--- src/rtl/inference_sequencer_if.sv ---
// inference_sequencer_if
//   Bundles the camera sync inputs, the gated sync outputs, the layer done
//   pulses, the network result and the status outputs of inference_sequencer.
//   master: the environment (camera, network, host); slave: the sequencer.
//   Signals: en, clear_err, VSYNC, HSYNC, layer_done, net_result (to sequencer);
//            vsync_out, hsync_out, result, result_valid, busy, frame_err,
//            timeout_err, frames_dropped (from sequencer).
interface inference_sequencer_if #(
    parameter int number_of_layers = 5,
    parameter int result_width     = 4
);
    logic                          en;
    logic                          clear_err;
    logic                          VSYNC;
    logic                          HSYNC;
    logic [number_of_layers-2:0]   layer_done;
    logic [result_width-1:0]       net_result;
    logic                          vsync_out;
    logic                          hsync_out;
    logic [result_width-1:0]       result;
    logic                          result_valid;
    logic                          busy;
    logic                          frame_err;
    logic                          timeout_err;
    logic [7:0]                    frames_dropped;

    modport master (
        output en, clear_err, VSYNC, HSYNC, layer_done, net_result,
        input  vsync_out, hsync_out, result, result_valid, busy,
               frame_err, timeout_err, frames_dropped
    );

    modport slave (
        input  en, clear_err, VSYNC, HSYNC, layer_done, net_result,
        output vsync_out, hsync_out, result, result_valid, busy,
               frame_err, timeout_err, frames_dropped
    );
endinterface

--- src/rtl/inference_sequencer.sv ---
// inference_sequencer
//   Frame-level controller between the camera and the streaming network.
//   Admits one frame at a time by gating VSYNC/HSYNC, checks the pixel count,
//   tracks the per-layer done pulses in order under a watchdog and publishes
//   each classification once with a one-cycle valid strobe.
//   Ports: clk, rst_n (async, active low), bus (inference_sequencer_if.slave).
module inference_sequencer #(
    parameter int number_of_layers = 5,
    parameter int pixels_per_frame = 4096,
    parameter int timeout_cycles   = 1048576,
    parameter int result_width     = 4
) (
    input  logic                 clk,
    input  logic                 rst_n,
    inference_sequencer_if.slave bus
);
    localparam int NDONE = number_of_layers - 1;
    localparam int PIX_W = $clog2(pixels_per_frame + 1);
    localparam int WD_W  = $clog2(timeout_cycles);
    localparam int K_W   = (NDONE > 1) ? $clog2(NDONE) : 1;
    localparam logic [PIX_W-1:0] PIX_FULL = PIX_W'(pixels_per_frame);
    localparam logic [WD_W-1:0]  WD_LAST  = WD_W'(timeout_cycles - 1);
    localparam logic [K_W-1:0]   K_LAST   = K_W'(NDONE - 1);

    typedef enum logic [2:0] {S_IDLE, S_WAIT_VS, S_CAPTURE, S_COMPUTE, S_RESULT} state_t;
    state_t r_state, w_next;

    logic                    r_vs_q, r_hs_q, r_vs_prev;
    logic [PIX_W-1:0]        r_pix;
    logic                    r_ovf;
    logic [K_W-1:0]          r_k;
    logic [WD_W-1:0]         r_wd;
    logic                    r_pub;
    logic                    r_vsync_out, r_hsync_out;
    logic [result_width-1:0] r_result;
    logic                    r_valid, r_ferr, r_terr;
    logic [7:0]              r_drop;

    logic             w_fall, w_rise, w_full, w_hit, w_stray, w_pass_vs;
    logic             w_cap_start, w_cmp_start, w_ferr_set, w_terr_set;
    logic [NDONE-1:0] w_kmask;

    assign w_fall    = r_vs_prev & ~r_vs_q;
    assign w_rise    = ~r_vs_prev & r_vs_q;
    assign w_full    = (r_pix == PIX_FULL);
    assign w_kmask   = NDONE'(1) << r_k;
    assign w_hit     = bus.layer_done[r_k];
    assign w_stray   = |(bus.layer_done & ~w_kmask);
    // The falling edge itself is passed through so the stream block sees the
    // whole frame, including its start.
    assign w_pass_vs = (r_state == S_CAPTURE) || (r_state == S_WAIT_VS && w_fall);

    always_ff @(posedge clk or negedge rst_n) begin
        if (!rst_n) r_state <= S_IDLE;
        else        r_state <= w_next;
    end

    always_comb begin
        w_next      = r_state;
        w_cap_start = 1'b0;
        w_cmp_start = 1'b0;
        w_ferr_set  = 1'b0;
        w_terr_set  = 1'b0;
        case (r_state)
            S_IDLE:    if (bus.en) w_next = S_WAIT_VS;
            S_WAIT_VS: begin
                if (w_fall) begin
                    w_next      = S_CAPTURE;
                    w_cap_start = 1'b1;
                end else if (!bus.en) begin
                    w_next = S_IDLE;
                end
            end
            S_CAPTURE: begin
                if (w_rise) begin
                    if (w_full && !r_ovf) begin
                        w_next      = S_COMPUTE;
                        w_cmp_start = 1'b1;
                    end else begin
                        w_ferr_set = 1'b1;
                        w_next     = S_WAIT_VS;
                    end
                end
            end
            S_COMPUTE: begin
                w_ferr_set = w_stray;
                // Accepting the last done pulse wins over a watchdog expiry in the same cycle.
                if (w_hit && r_k == K_LAST) begin
                    w_next = S_RESULT;
                end else if (r_wd == WD_LAST) begin
                    w_terr_set = 1'b1;
                    w_next     = S_WAIT_VS;
                end
            end
            S_RESULT:  w_next = bus.en ? S_WAIT_VS : S_IDLE;
            default:   w_next = S_IDLE;
        endcase
    end

    always_ff @(posedge clk or negedge rst_n) begin
        if (!rst_n) begin
            // Sync history resets to "active", so a frame already under way at
            // reset release produces no falling edge and is never admitted.
            r_vs_q      <= 1'b0;
            r_hs_q      <= 1'b0;
            r_vs_prev   <= 1'b0;
            r_pix       <= '0;
            r_ovf       <= 1'b0;
            r_k         <= '0;
            r_wd        <= '0;
            r_pub       <= 1'b0;
            r_vsync_out <= 1'b1;
            r_hsync_out <= 1'b0;
            r_result    <= '0;
            r_valid     <= 1'b0;
            r_ferr      <= 1'b0;
            r_terr      <= 1'b0;
            r_drop      <= '0;
        end else begin
            r_vs_q    <= bus.VSYNC;
            r_hs_q    <= bus.HSYNC;
            r_vs_prev <= r_vs_q;

            if (w_cap_start) begin
                r_pix <= '0;
                r_ovf <= 1'b0;
            end else if (r_state == S_CAPTURE && r_hs_q) begin
                if (w_full) r_ovf <= 1'b1;
                else        r_pix <= r_pix + 1'b1;
            end

            if (w_cmp_start) begin
                r_k  <= '0;
                r_wd <= '0;
            end else if (r_state == S_COMPUTE) begin
                r_wd <= r_wd + 1'b1;
                if (w_hit) r_k <= r_k + 1'b1;
            end

            r_vsync_out <= w_pass_vs ? r_vs_q : 1'b1;
            r_hsync_out <= (r_state == S_CAPTURE) && r_hs_q && !w_full;

            // One extra cycle after RESULT gives output_layer time to settle
            // before net_result is sampled.
            r_pub   <= (r_state == S_RESULT);
            r_valid <= r_pub;
            if (r_pub) r_result <= bus.net_result;

            if (bus.clear_err)       r_ferr <= 1'b0;
            else if (w_ferr_set)     r_ferr <= 1'b1;
            if (bus.clear_err)       r_terr <= 1'b0;
            else if (w_terr_set)     r_terr <= 1'b1;

            if (bus.clear_err)
                r_drop <= '0;
            else if (w_fall && (r_state == S_COMPUTE || r_state == S_RESULT) && r_drop != 8'hFF)
                r_drop <= r_drop + 1'b1;
        end
    end

    assign bus.vsync_out      = r_vsync_out;
    assign bus.hsync_out      = r_hsync_out;
    assign bus.result         = r_result;
    assign bus.result_valid   = r_valid;
    assign bus.busy           = (r_state == S_CAPTURE) || (r_state == S_COMPUTE);
    assign bus.frame_err      = r_ferr;
    assign bus.timeout_err    = r_terr;
    assign bus.frames_dropped = r_drop;
endmodule

--- src/flat_wrapper.sv ---
// flat-port wrapper written by rule: the top's interface ports become plain ports
module inference_sequencer_flat 
#(
    parameter int number_of_layers = 5,
    parameter int pixels_per_frame = 4096,
    parameter int timeout_cycles   = 1048576,
    parameter int result_width     = 4
)
  (clk, rst_n, bus_en, bus_clear_err, bus_VSYNC, bus_HSYNC, bus_layer_done, bus_net_result, bus_vsync_out, bus_hsync_out, bus_result, bus_result_valid, bus_busy, bus_frame_err, bus_timeout_err, bus_frames_dropped);
  inference_sequencer_if #(.number_of_layers(number_of_layers), .result_width(result_width)) bus_i ();
  input  logic clk;
  input  logic rst_n;
  input wire logic [$bits(bus_i.en)-1:0] bus_en;
  input wire logic [$bits(bus_i.clear_err)-1:0] bus_clear_err;
  input wire logic [$bits(bus_i.VSYNC)-1:0] bus_VSYNC;
  input wire logic [$bits(bus_i.HSYNC)-1:0] bus_HSYNC;
  input wire logic [$bits(bus_i.layer_done)-1:0] bus_layer_done;
  input wire logic [$bits(bus_i.net_result)-1:0] bus_net_result;
  output wire logic [$bits(bus_i.vsync_out)-1:0] bus_vsync_out;
  output wire logic [$bits(bus_i.hsync_out)-1:0] bus_hsync_out;
  output wire logic [$bits(bus_i.result)-1:0] bus_result;
  output wire logic [$bits(bus_i.result_valid)-1:0] bus_result_valid;
  output wire logic [$bits(bus_i.busy)-1:0] bus_busy;
  output wire logic [$bits(bus_i.frame_err)-1:0] bus_frame_err;
  output wire logic [$bits(bus_i.timeout_err)-1:0] bus_timeout_err;
  output wire logic [$bits(bus_i.frames_dropped)-1:0] bus_frames_dropped;
  assign bus_i.en = bus_en;
  assign bus_i.clear_err = bus_clear_err;
  assign bus_i.VSYNC = bus_VSYNC;
  assign bus_i.HSYNC = bus_HSYNC;
  assign bus_i.layer_done = bus_layer_done;
  assign bus_i.net_result = bus_net_result;
  assign bus_vsync_out = bus_i.vsync_out;
  assign bus_hsync_out = bus_i.hsync_out;
  assign bus_result = bus_i.result;
  assign bus_result_valid = bus_i.result_valid;
  assign bus_busy = bus_i.busy;
  assign bus_frame_err = bus_i.frame_err;
  assign bus_timeout_err = bus_i.timeout_err;
  assign bus_frames_dropped = bus_i.frames_dropped;
  inference_sequencer #(.number_of_layers(number_of_layers), .pixels_per_frame(pixels_per_frame), .timeout_cycles(timeout_cycles), .result_width(result_width)) u_core (.clk(clk), .rst_n(rst_n), .bus(bus_i));
endmodule
--- config.mk ---
export PLATFORM = sky130hd
export DESIGN_NAME = inference_sequencer_flat
export DESIGN_NICKNAME = d
export VERILOG_FILES = /design/src/rtl/inference_sequencer_if.sv /design/src/rtl/inference_sequencer.sv /design/src/flat_wrapper.sv
export SDC_FILE = /design/constraint.sdc
export NUM_CORES = 1
export LEC_CHECK = 0
export ABC_AREA = 0
export CORE_MARGIN = 2
export CORE_UTILIZATION = 51
export DETAILED_ROUTE_END_ITERATION = 6
export PLACE_DENSITY = 0.79
export SLEW_MARGIN = 20
export SYNTH_ARGS = -nofsm -noshare
export SYNTH_HDL_FRONTEND = slang
export SYNTH_SLANG_ARGS = --single-unit
--- constraint.sdc ---
create_clock -name clk -period 2.3 [get_ports clk]
set_clock_uncertainty 0.2 [all_clocks]
set_input_delay 0.23 -clock clk [delete_from_list [all_inputs] [get_ports clk]]
set_output_delay 0.23 -clock clk [all_outputs]
set_load 0.03 [all_outputs]
## Yosys cells after proc, flatten, opt, wreduce, memory -nomap -nowiden

Cells that the tools add are included.

| storage, ports and cells | value |
|---|---|
| RAM bits | 0 |
| ROM bits | 0 |
| memories kept | 0 |
| output and inout port bits | 18 |
| bits in registers | 60 |
| bits in latches | 0 |

| operators by class | value |
|---|---|
| magnitude comparators | 1 |
| mux-type cells | 40 |
| reduce and logical (&&, ||, !) cells | 25 |
| $mul | 0 |
| eq/ne operators | 13 |
| bitwise gates (word level) | 6 |
| shift-type cells | 1 |
| div/mod/pow operators | 0 |
| add/subtract/negate cells | 4 |

Operators with widths:

| cell | number |
|---|---|
| two-way mux 20 bit | 2 |
| two-way mux 13 bit | 3 |
| adder 20 x 1 -> 20 bit, second input constant | 1 |
| equality test 20 bit, second input constant | 1 |
| two-way mux 1 bit | 20 |
| two-way mux 3 bit | 6 |
| two-way mux 8 bit | 2 |
| one-hot mux 3 bit (5 select lines) | 1 |
| nonzero test 2 bit | 7 |
| adder 13 x 1 -> 13 bit, second input constant | 1 |
| equality test 13 bit, second input constant | 1 |
| adder 8 x 1 -> 8 bit, second input constant | 1 |
| two-way mux 2 bit | 4 |
| != test 8 bit, second input constant | 1 |
| logical AND 1 bit | 7 |
| equality test 3 x 2 -> 1 bit, second input constant | 2 |
| AND reduction 2 bit | 3 |
| AND 4 bit | 1 |
| != test 2 bit, second input constant | 2 |
| inverter 4 bit | 1 |
| AND reduction 4 bit | 1 |
| OR reduction 4 bit | 1 |
| << shifter 1 x 2 -> 4 bit, first input constant | 1 |
| equality test 3 x 1 -> 1 bit, second input constant | 1 |
| 14 further kinds | 19 |

## Depth between registers and ports, before layout

Gate-level depths: netlist of run 1.

| logic depth | value |
|---|---|
| depth in word-level cells | 7 |
| depth in mapped cells | 7 |
| depth with buffers taken out | 6 |

## Worst setup path after synthesis of run 1

No wires, ideal clock.

| timing path | value |
|---|---|
| path type | register to register |
| from | register u_core.r_state[2] |
| to | register u_core.r_k[0] |
| setup slack | 0.004 ns |
| setup time | 0.132 ns |
| buffers on the path | 2 |
| required time | 1.968 ns |
| stages on the path, launching flop included | 7 |
| data arrival time | 1.964 ns |
| cells stage by stage | dfrtp_1 clkbuf_1 nor2b_1 nand2_1 nor4_2 clkbuf_1 nor2_1 |

| between the ends | value |
|---|---|
| cells in the longest elaborated chain, start to end | 4 |
| elaborated cells between the ends (all ways) | 7 |
| classes of those cells | eq/ne (2); mux (2); reduce/logical (3) |

RTL lines:

| item | RTL line | text |
|---|---|---|
| from (decl) | inference_sequencer.sv:26 | `state_t r_state, w_next;` |
| from (signal assigned) | inference_sequencer.sv:55 | `else r_state <= w_next;` |
| equality test 3 x 2 -> 1 bit | inference_sequencer.sv:64 | `case (r_state)` |
| two-way mux 1 bit | inference_sequencer.sv:64 |  |
| nonzero test 2 bit (no line) | - |  |
| AND reduction 2 bit (no line) | - |  |
| to (signal assigned) | inference_sequencer.sv:137 | `if (w_hit) r_k <= r_k + 1'b1;` |
| to (decl) | inference_sequencer.sv:31 | `logic [K_W-1:0] r_k;` |

Several ways; a longest one is shown, not always the timed one.
A chain may end at the register's enable or synchronous reset.

## Worst setup path after layout of run 1

| timing path | value |
|---|---|
| from | register u_core.r_wd[2] |
| to | register u_core.r_wd[17] |

| between the ends | value |
|---|---|
| cells in the longest elaborated chain, start to end | 3 |

RTL lines:

| item | RTL line | text |
|---|---|---|
| from (decl) | inference_sequencer.sv:32 | `logic [WD_W-1:0] r_wd;` |
| from (signal assigned) | inference_sequencer.sv:136 | `r_wd <= r_wd + 1'b1;` |
| adder 20 x 1 -> 20 bit | inference_sequencer.sv:136 |  |
| two-way mux 20 bit | inference_sequencer.sv:135 | `end else if (r_state == S_COMPUTE) begin` |
| two-way mux 20 bit | inference_sequencer.sv:132 | `if (w_cmp_start) begin` |

No other way between the ends. The select of a mux whose other input is x is not followed.

==> results of run 1 <==
layout make-up:
cell class,instances,area [um^2]
repair buffers,44,429
flip-flops and latches,60,1500
clock buffers,12,155
clock inverters,2,35.0
inverters,14,52.6
fillers,469,2110
multi-input cells,221,1510
well taps,75,93.8
through the flow:
stage / instance area, um^2 / utilization / setup slack (ps)
5_1_grt: 3780 / 0.642 / 28.3
6_report: 3780 / 0.642 / 116
2_1_floorplan: 3100 / - / 4.08
4_1_cts: 3770 / 0.640 / 88.2
3_3_place_gp: 3570 / 0.607 / 164
3_5_place_dp: 3570 / 0.607 / 109
cells by family after synthesis:
logic type,Yosys count
mux,11
xor+xnor,17
fa+ha+maj,8
simple gates,129
compound gates,56
flops,60
buf+inv,26
cells in the final DEF, fill, tap and decap left out, drive strengths merged, types with 2 or more instances in the layout:
cell type      synthesis  final
a21oi                 24     24
a31oi                  2      2
and2                   3      3
and4                   4      4
buf                    4     13
clkbuf                 8     12
clkdlybuf4s50          0     29
dfrtp                 59     59
ha                     8      8
inv                   14     14
mux2                   5      5
mux2i                  5      5
nand2                 17     17
nand2b                 4      4
nand3                 12     12
nand4                  9      9
nor2                  31     31
nor2b                  7      7
nor3                   4      4
nor4                   5      5
nor4b                  4      4
o21ai                 11     11
o311ai                 2      2
o31ai                  7      7
o41ai                  3      3
or3                   10     10
or4                    9      9
xnor2                 12     12
xor2                   5      5
Yosys cell counts, types with 8 or more instances:
library cell and number:
dfrtp_1 59, nor2_1 31, a21oi_1 23, nand2_1 17, inv_1 14, nand3_1 12, xnor2_1 12, o21ai_0 11
clkbuf_1 8, ha_1 8, nand4_1 8
path summary, 6_finish.rpt:
kind | from | endpoint | slack [ps] | depth (start not counted)
min in group asynchronous | rst_n | u_core.r_k[1]$_DFFE_PN0P_ | 200 | 2
min | bus_VSYNC | u_core.r_vs_q$_DFF_PN0_ | 140 | 1
max in group asynchronous | rst_n | u_core.bus.vsync_out$_DFF_PN1_ | 1050 | 3
max | u_core.r_wd[2]$_DFFE_PN0P_ | u_core.r_wd[17]$_DFFE_PN0P_ | 120 | 4
max reg2reg | u_core.r_wd[2]$_DFFE_PN0P_ | u_core.r_wd[17]$_DFFE_PN0P_ | 120 | 4
min reg2reg | u_core.r_vs_q$_DFF_PN0_ | u_core.r_vs_prev$_DFF_PN0_ | 280 | 0
metal layers:
metal / vias up / wire length (um) / GRT usage
met3: 9 / 304 / 0.0659
li1: 1197 / - / -
met2: 56 / 2800 / 0.319
met5: - / 0 / 0
met1: 1204 / 2830 / 0.263
met4: 0 / 110 / 0.0700
repair_timing:
item                                   4_1_cts  5_1_grt
setup endpoints to repair                    1       24
hold buffers                                 1        0
gates resized for setup                      1        2
endpoints found under the hold margin       20        0
where the power goes:
| part | switching (W) | internal [W] | leakage, nW |
|---|---|---|---|
| combinational | 0.000503 | 0.000426 | 0.700 |
| clock | 0.000373 | 0.000546 | 0.0983 |
| sequential | 0.000156 | 0.00121 | 0.808 |
| total | 0.00103 | 0.00218 | 1.61 |
flip-flops by register name, summed over array words and instances, names as in the netlist, 2 cells and up:
register                   count
u_core.r_wd                   20
u_core.r_pix                  13
u_core.bus.frames_dropped      8
u_core.bus.result              4
u_core.r_state                 3
u_core.r_k                     2
==> qor.txt, run 1 <==
I/O pins - 32
Clk Latency, worst-skew pair - 330 ps
DP HPWL - 4.35 mm
Post-CTS Setup Bufs - 0
GR Util All Layers - 0.202
WP data required - 2360 ps
Mux share of post-synthesis cell area - 0.0415
Mapped Area - 3100 um^2
Initial DRT Pass Iterations - 5
DP Cell Count - 413
Min Clock Period, post-route - 2180 ps
1st-iter DRT viols - 93
Endpoint class of the critical path - flip-flop
Yosys top cell area share - 0.476
Nets@finish - 372
Synth Warn # - 0
Grt total ovfl - 0
CTS Root Cell - clkbuf_8
Reg clk slew, reported paths - 60 ps
Cell taking the most area after synthesis - dfrtp_1
Crit Path Class - flip-flop to flip-flop
Maximum root-to-sink buffer count - 2
Setup tns final - 0 ps
Number of max-cap violations - 0
Pins over their slew limit - 0
TritonCTS Sinks - 60
CP Data Arrival Time - 2240 ps
Initial core utilization - 0.527
Largest family of logic cells by synthesized area - simple AND/OR/NAND/NOR gates
Worst slew pin tran - 741 ps
Worst path bufs/invs - 0
CP Launch Type - flip-flop
Chip Height - 82 um
Initial antenna violation count - 0
Worst hold margin - 138 ps
RSZ-0062 raised after global routing - false
First-pass GRT wire length - 10.2 mm
Vias - 2,466
Post-synthesis compound-gate area fraction - 0.112
Via density - 5.76
Fin crit share - 0.950
Post-synthesis adder-cell area fraction - 0.0323
CTS Buf Count - 9
PortBufs - 31
Fin. Hold Viols - 0
Leak - 1.61 nW
Number of synthesized flops with an enable pin - 0
# setup viols final - 0
Die ar. - 6720 um^2
Die X-Extent - 82 um
DRC violation count after routing - 0
Yosys reg bits - 60
Post-synthesis sequential area ratio - 0.484
XOR/XNOR Fraction of Synth Area - 0.0480
Crit path largest cell delay - 590 ps
CP delay by family, top - simple AND/OR/NAND/NOR gates
Design Power - 0.00321 W
Syn Nets - 329
Worst vdd ir - 0.670 mV
Area grow syn2layout - 21.8%
Distinct cells, synth - 53
Largest net degree at the start of global routing - 41
Hold crit path type - primary input to flip-flop
Wirelength per Cell - 14.1 um
Core area - 5890 um^2
Synth async-reset ratio - 1.00
CTS tree - yes
Max-slew headroom - 0.505
Layout cells sized above 1 - 0.136
Inserted Diodes - 0
Syn Area/Cell - 10.1 um^2
Pwr dens - 850 nW/um^2
Vias in the first global route - 2,280
Antenna-violating nets left - 0
Max Clk Rate - 458 MHz
Critical-path cell list - nand4_4 -> or4_4 -> or4_1 -> a21oi_1
Final std cells w/o fill - 428
Std cell rows - 28
Critical path's slowest cell - or4_4
Most used DFF post-synth - dfrtp_1
Final WL - 6.04 mm
Final GP Congestion - 0.805
Syn Inst Count - 307
Dominant cells by area after synthesis - dfrtp_1 (48%), nor2_1 (3.8%), a21oi_1 (3.7%)
Status - completed
Worst Path Max Fanout - 12
H-tree levels - 3
Simple logic cell fraction of the synthesized area - 0.247
Power figures use the tool's default switching activity.
==> run 2: changes to the inputs <==
--- a/config.mk
+++ b/config.mk
@@ -7,9 +7,9 @@
 export LEC_CHECK = 0
 export ABC_AREA = 0
 export CORE_MARGIN = 2
-export CORE_UTILIZATION = 51
+export CORE_UTILIZATION = 61
 export DETAILED_ROUTE_END_ITERATION = 6
-export PLACE_DENSITY = 0.79
+export PLACE_DENSITY = 0.88
 export SLEW_MARGIN = 20
 export SYNTH_ARGS = -nofsm -noshare
 export SYNTH_HDL_FRONTEND = slang
==> constraint.sdc (replaced) <==
create_clock -name clk -period 2.6 [get_ports clk]
set_clock_uncertainty 0.2 [all_clocks]
set_input_delay 0.26 -clock clk [delete_from_list [all_inputs] [get_ports clk]]
set_output_delay 0.26 -clock clk [all_outputs]
set_load 0.03 [all_outputs]
==> qor.txt, run 2 (same netlist as run 1, synthesis figures left out) <==
DRC violation count after routing - 0 (unchanged)
DP HPWL - 4.32 mm (-0.70%)
Inserted Diodes - 0 (unchanged)
WP data required - 2140 ps (-220 ps)
Setup tns final - 0 ps (unchanged)
Initial DRT Pass Iterations - 4 (-1)
Hold crit path type - primary input to flip-flop
TritonCTS Sinks - 60 (unchanged)
Status - completed
CTS Buf Count - 9 (unchanged)
Final cell utilization of the core - 0.776 (+0.134)
Number of max-cap violations - 0 (unchanged)
Vias in the first global route - 2,461 (+7.9%)
Endpoint class of the critical path - output port
Grt total ovfl - 0 (unchanged)
Reg clk slew, reported paths - 70 ps (about the same)
Antenna-violating nets left - 0 (unchanged)
Largest register FFs - 20 (unchanged)
Via density - 6.09 (+5.7%)
Reg2Reg Capture Point - u_core.r_wd[17]$_DFFE_PN0P_
PortBufs - 31 (unchanged)
Hold-fix buffers at CTS - 1 (unchanged)
Nets@finish - 366 (-1.6%)
Fin crit share - 0.916
Core area - 4820 um^2 (-18%)
Pwr dens - 806 nW/um^2 (-5.2%)
Initial core utilization - 0.644 (+0.117)
Die ar. - 5670 um^2 (-16%)
# setup viols final - 0 (unchanged)
Worst Path Max Fanout - 11 (-1)
Worst vdd ir - 0.732 mV (+9.3%)
Worst R2R Start - u_core.r_state[1]$_DFFE_PN0P_
Initial antenna violation count - 0 (unchanged)
Fin. Hold Viols - 0 (unchanged)
Worst Hold Path Cells - 1 (unchanged)
Worst path bufs/invs - 1 (+1)
CTS tree - yes
Commonest non-fill, non-tap cell in the layout - dfrtp_1
Vias - 2,533 (+2.7%)
Maximum root-to-sink buffer count - 2 (unchanged)
First-pass GRT wire length - 11.2 mm (+9.5%)
Max Clk Rate - 420 MHz
RSZ-0062 raised after global routing - false
1st-iter DRT viols - 217 (+130%)
CP Data Arrival Time - 1920 ps (-320 ps)
CP Launch Type - flip-flop
Post-CTS Setup Bufs - 0 (unchanged)
R2R Setup Slk - 260 ps (+140 ps)
I/O pins - 32 (unchanged)
Die X-Extent - 75.3 um (-8.1%)
Worst slew pin tran - 860 ps (+119 ps)
Design Power - 0.00301 W (-6.3%)
Final WL - 6.76 mm (+12%)
Leak - 1.59 nW (-0.86%)
Min Clock Period, post-route - 2380 ps
Crit path largest cell delay - 730 ps (+140 ps)
Pins over their slew limit - 0 (unchanged)
R2R cell count - 4 (unchanged)
Most frequent cells in the layout - dfrtp_1 (59), nor2_1 (31), clkdlybuf4s50_1 (30)
H-tree levels - 3 (unchanged)
Reg with most FFs - u_core.r_wd
Critical path's slowest cell - clkdlybuf4s50_1
CTS Root Cell - clkbuf_8
WHS Endpoint - u_core.r_hs_q$_DFF_PN0_
# resized after CTS - 0 (-1)
Max-slew headroom - 0.425 (-0.0797)
Final GP Congestion - 0.828 (+2.9%)
GR Util All Layers - 0.265 (+0.0627)
Crit Path Class - flip-flop to output port
Largest net degree at the start of global routing - 34 (-17%)
Chip Height - 75.3 um (-8.1%)
Worst hold margin - 154 ps (+16.1 ps)
Critical-path cell list - nor2b_1 -> clkdlybuf4s50_1
CP delay by family, top - buffers and inverters
Layout cells sized above 1 - 0.123 (-0.0128)
Area grow syn2layout - 20.5%
Clk Latency, worst-skew pair - 350 ps (+20 ps)
Std cell rows - 25 (-11%)
Fill cells - 320 (-32%)
Hold path startpoint - bus_HSYNC
Wirelength per Cell - 16.3 um (+15%)
## run 2: worst max path at each step
stage	end	cells past startpoint	startpoint
2_1_floorplan	u_core.r_k[0]$_DFFE_PN0P_	6	u_core.r_state[2]$_DFFE_PN0P_
3_3_place_gp	u_core.r_wd[17]$_DFFE_PN0P_	4	u_core.r_state[1]$_DFFE_PN0P_
3_5_place_dp	u_core.r_wd[17]$_DFFE_PN0P_	4	u_core.r_state[1]$_DFFE_PN0P_
4_1_cts	bus_busy	2	u_core.r_state[1]$_DFFE_PN0P_
5_1_grt	u_core.bus.frames_dropped[5]$_DFFE_PN0P_	4	u_core.r_state[0]$_DFFE_PN0P_
6_report	bus_busy	2	u_core.r_state[1]$_DFFE_PN0P_
## run 2: stage by stage
stage	worst slack [ps]	instance area [um^2]	instances
after floorplan	304	3100	307
after global placement	356	3490	399
after detailed placement	302	3490	399
after CTS	250	3740	416
after global routing	106	3740	416
final	218	3740	416
## run 2: area by class of cell
class	instances	area [um^2]	share of cell area
Clock buffer	12	165	0.0442
Timing Repair Buffer	38	373	0.0997
Multi-Input combinational cell	221	1490	0.399
Sequential cell	60	1500	0.402
Inverter	14	52.6	0.0141
Clock inverter	4	70.1	0.0187
Tap cell	67	83.8	0.0224
## run 2: per-layer routing
metal	track usage	vias to the layer above	wire length [um]
met3	0.0542	12	543
met4	0.146	0	129
li1	-	1190	-
met1	0.342	1215	2820
met2	0.421	116	3270
met5	0	-	0
## run 2: power breakdown
group	switching, W	total, W	internal [W]
logic	0.000434	0.000785	0.000351
clock network	0.000378	0.000992	0.000615
registers	0.000166	0.00123	0.00107
==> variant 1 (settings of run 2) <==
`result_width` is set to 4 in 3 places; all go to 5.
--- a/src/rtl/inference_sequencer_if.sv
+++ b/src/rtl/inference_sequencer_if.sv
@@ -9,3 +9,3 @@
     parameter int number_of_layers = 5,
-    parameter int result_width     = 4
+    parameter int result_width     = 5
 );
--- a/src/rtl/inference_sequencer.sv
+++ b/src/rtl/inference_sequencer.sv
@@ -10,3 +10,3 @@
     parameter int timeout_cycles   = 1048576,
-    parameter int result_width     = 4
+    parameter int result_width     = 5
 ) (
--- a/src/flat_wrapper.sv
+++ b/src/flat_wrapper.sv
@@ -6,3 +6,3 @@
     parameter int timeout_cycles   = 1048576,
-    parameter int result_width     = 4
+    parameter int result_width     = 5
 )
Interface: changed (resized bus_net_result and bus_result); port bits go from 32 to 34. The function was not compared with the original's and may differ.
==> variant 1 against run 2 <==
- hold slack about the same
- wire length decreased by 2.0%
- power decreased by 6.0%
- area after synthesis increased by 0.24%
- fmax increased by 4.4%
- core utilization decreased by 0.39 points
- cell area decreased by 0.50%
- sequential cell count increased by 1
- setup slack improved by 0.10 ns
- critical endpoint unchanged
==> variant 1: results (changes against run 2) <==
Clock buf/inv share - 4.78% (-1.5 points)
Placed Area - 3530 sq um (+1.1%)
Leak - 1.56 nW (-1.8%)
Yosys reg bits - 61 (+1.7%)
Clock buffer cells - 14 (+2)
Multi-input combinational cell count - 223 (+0.90%)
Core Util, Final - 77.2% (-0.39 points)
Top cells by count, synth - dfrtp_1 (60), nor2_1 (34), a21oi_1 (22), nand3_1 (17), nand2_1 (14)
Non-clk invs - 10 (-4)
Wire length on met3 - 402 um (-26%)
Sequential share of the synthesized area - 49.1% (+0.69 points)
Nonclk buf count - 42 (+11%)
Synth top area cells - dfrtp_1 (48%), nor2_1 (4.1%), a21oi_1 (3.5%)
Slew @ Worst Pin - 0.684 ns (-0.176 ns)
Ys flop type - dfrtp_1
Minimum clock period - 2.28 ns (-0.100 ns)
Yosys cell types - 47 (-11%)
M1 WL - 2850 um (+1.3%)
Fin nets - 370 (+1.1%)
Storage cell area - 1530 sq um (+1.7%)
Reg2reg end - u_core.r_wd[15]
Routed wl met2 - 3290 um (+0.52%)
Final hold slack - 0.153 ns (-0.000454 ns)
Status - finished clean
DP HPWL - 4520 um (+4.6%)
First-pass GRT wire length - 11300 um (+0.93%)
Via density - 5.99 (-1.7%)
R2R Path Start - u_core.r_wd[3]
Met2 GRT Util - 42.4% (+0.29 points)
WP data arrival - 1.82 ns (-0.10 ns)
R2R setup slack - 0.33 ns (+0.07 ns)
Fin cells - 418 (+0.48%)
Critical path fanouts, max - 10 (-1)
Synth Cell Area - 3110 sq um (+0.24%)
Drt first-iter violations - 203 (-6.5%)
Mean Syn Cell Area - 10.1 sq um (-0.41%)
Dpl ws - 0.353 ns (+0.0509 ns)
GP Congestion - 0.781 (-5.8%)
Port buffer count - 33 (+6.5%)
Global Route met1 Usage - 34.8% (+0.61 points)
Filler cells - 338 (+5.6%)
Multi-input gate share of total cell area - 39.9% (about the same)
Mapped Nets - 332 (+0.91%)
Buffer share of cell area - 11.0% (+0.99 points)
Total detailed-routing wirelength - 6620 um (-2.0%)
Largest net degree at the start of global routing - 36 (+5.9%)
# placed instances - 402 (+0.75%)
-- variant 1: cell types whose count changed in the layout (fill, tap and decap cells not counted), sizes merged, moves of 4 or more --
cell,run 2,this run
inv,14,10
nand3,12,17
nor3,4,8
o21ai,11,6
or3,10,5
xor2,5,10
-- variant 1: timing repair --
action	in CTS	in global routing
endpoints found under the hold margin	26	0
setup endpoints to repair	0	0
hold buffers	1	0
buffers inserted	0	0
-- variant 1: logic make-up after synthesis --
kind of cell | count (synthesis) | synth area share, %
buffers and inverters | 25 | 3.14
muxes | 14 | 5.19
DFF | 61 | 49.1
and+or+nand+nor | 136 | 24.6
adders and majority gates | 8 | 3.22
AOI/OAI and AO/OA | 45 | 9.13
xor gates and xnor gates | 20 | 5.63
-- variant 1: power breakdown --
group	leakage (nW)	switching [mW]	total, mW	internal, mW
clock network	0.0926	0.358	0.777	0.418
logic	0.649	0.443	0.818	0.374
registers	0.823	0.151	1.24	1.09
total	1.56	0.952	2.83	1.88
==> variant 2 (settings of run 2) <==
Without the edit above. The 5 states of `state_t` get a Gray code encoding in 3 bits.
--- a/src/rtl/inference_sequencer.sv
+++ b/src/rtl/inference_sequencer.sv
@@ -24,3 +24,3 @@
 
-    typedef enum logic [2:0] {S_IDLE, S_WAIT_VS, S_CAPTURE, S_COMPUTE, S_RESULT} state_t;
+    typedef enum logic [2:0] {S_IDLE = 3'b000, S_WAIT_VS = 3'b001, S_CAPTURE = 3'b011, S_COMPUTE = 3'b010, S_RESULT = 3'b110} state_t;
     state_t r_state, w_next;
Check against the original RTL: no difference found for any inputs over 10 cycles, from zero or initial values and one cycle with rst_n low; not proved beyond that.
==> variant 2 against run 2 <==
- power is 7.2% lower
- via count is 6.7% lower
- sequential cell count stayed put
- cell area is 0.94% lower
- clock power is 6% higher
- setup slack worse by 0.071 ns
- largest cell class unchanged
- first-iteration DRC count is 29% lower
- wire length is 5.5% lower
- area after synthesis is 0.48% lower
- sequential power is 7% lower
- core utilization is 0.73 points lower
==> variant 2: results (changes against run 2) <==
Slew @ Worst Pin - 0.730 ns (-0.130 ns)
M1 WL - 2760 um (-2.0%)
Max IR drop VDD - 0.000608 V (-17%)
Routed wl met2 - 3200 um (-2.3%)
Wire length on met3 - 271 um (-50%)
Mapped Nets - 322 (-2.1%)
Number of global-route vias before repair - 2235 (-9.2%)
First-pass GRT wire length - 10500 um (-6.1%)
Xor/xnor cell area share of the yosys netlist - 9.93% (+5.1 points)
Critical path fanouts, max - 10 (-1)
Reg2reg end - u_core.r_pix[7]
Via density - 5.79 (-4.9%)
Yosys cell types - 53 (unchanged)
Dpl ws - 0.205 ns (-0.0968 ns)
Final hold slack - 0.163 ns (+0.00954 ns)
Total detailed-routing wirelength - 6390 um (-5.5%)
Status - finished clean
WP data arrival - 2.46 ns (+0.54 ns)
Top cells by count, synth - dfrtp_1 (59), nor2_1 (46), xor2_1 (20), nand3_1 (18), nand2_1 (16)
Yosys warning count - 0 (unchanged)
Area share of fa/ha/maj cells after synthesis - 3.24% (+0.016 points)
Clock insertion delay at the later pin of the skew report - 0.33 ns (-0.02 ns)
Placed Area - 3440 sq um (-1.4%)
DP HPWL - 4310 um (-0.30%)
Compound-cell area share of the yosys netlist - 6.89% (-4.3 points)
R2R setup slack - 0.15 ns (-0.11 ns)
Synth top area cells - dfrtp_1 (48%), xor2_1 (5.7%), nor2_1 (5.6%)
Worst Reg2Reg Path Length in Cells - 7 (+3)
Gr usage total - 25.0% (-1.5 points)
Sequential share of the synthesized area - 48.7% (+0.24 points)
Crit path kind - flop to flop
Proportion of synthesized area in mux cells - 3.48% (-0.67 points)
Drt first-iter violations - 153 (-29%)
Fin nets - 358 (-2.2%)
Minimum clock period - 2.45 ns (+0.0713 ns)
GP Congestion - 0.887 (+7.0%)
Bufs on Longest Clock Path - 2 (unchanged)
Clock Pin Slew Worst Setup and Hold Paths - 0.07 ns (about the same)
Layout cells sized above 1 - 12.6% (+0.29 points)
Cells after Synth - 300 (-2.3%)
Largest family of logic cells by synthesized area - simple AND/OR/NAND/NOR gates
Largest net degree at the start of global routing - 28 (-18%)
CP startpoint - u_core.r_pix[0]
# placed instances - 391 (-2.0%)
P_sw - 0.827 mW (-15%)
Fin cells - 408 (-1.9%)
Leak - 1.66 nW (+4.0%)
variant 2: cell type report:
type                    count  area [sq um]
repair buffers             36           358
multi-input cells         215          1460
clock buffers              12           155
inverters                  14          52.6
well taps                  67          83.8
fillers                   335          1110
flip-flops and latches     60          1500
clock inverters             4          95.1
variant 2: how the worst min path moves through the flow:
| stage | start | endpoint | cells past startpoint |
|---|---|---|---|
| after floorplan | rst_n | u_core.bus.frame_err | 0 |
| after global placement | rst_n | u_core.bus.result[2] | 1 |
| after detailed placement | rst_n | u_core.bus.result[2] | 1 |
| after CTS | bus_VSYNC | u_core.r_vs_q | 1 |
| after global routing | bus_VSYNC | u_core.r_vs_q | 1 |
| final | bus_VSYNC | u_core.r_vs_q | 1 |
variant 2: routing by layer:
metal | vias up | global-route usage [%]
met5 | - | 0
met4 | 0 | 15.0
met3 | 14 | 3.88
li1 | 1110 | -
met2 | 75 | 39.2
met1 | 1164 | 32.9
variant 2: cells by family (layout without fill, tap and decap cells):
logic type                 count (synthesis)  after routing
and+or+nand+nor                          134            134
DFF                                       60             60
xor gates and xnor gates                  35             35
AOI/OAI and AO/OA                         29             29
buffers and inverters                     25             66
muxes                                      9              9
adders and majority gates                  8              8
variant 2: worst max-delay path, cell delays in order, from the launching register on:
cell and delay, ns:
dfrtp_1 0.48, inv_1 0.10, ha_1 0.15, or4b_1 0.58
o31a_1 0.43, nand4_1 0.17, xor2_1 0.17, nor2_1 0.05
variant 2: power groups by stage:
stage / combinational, mW / sequential, mW / clock (mW)
after floorplan: 0.459 / 1.13 / 0
after global placement: 0.571 / 1.15 / 0
after detailed placement: 0.594 / 1.16 / 0
after CTS: 0.610 / 1.14 / 1.06
after global routing: 0.677 / 1.16 / 1.10
final: 0.607 / 1.14 / 1.05
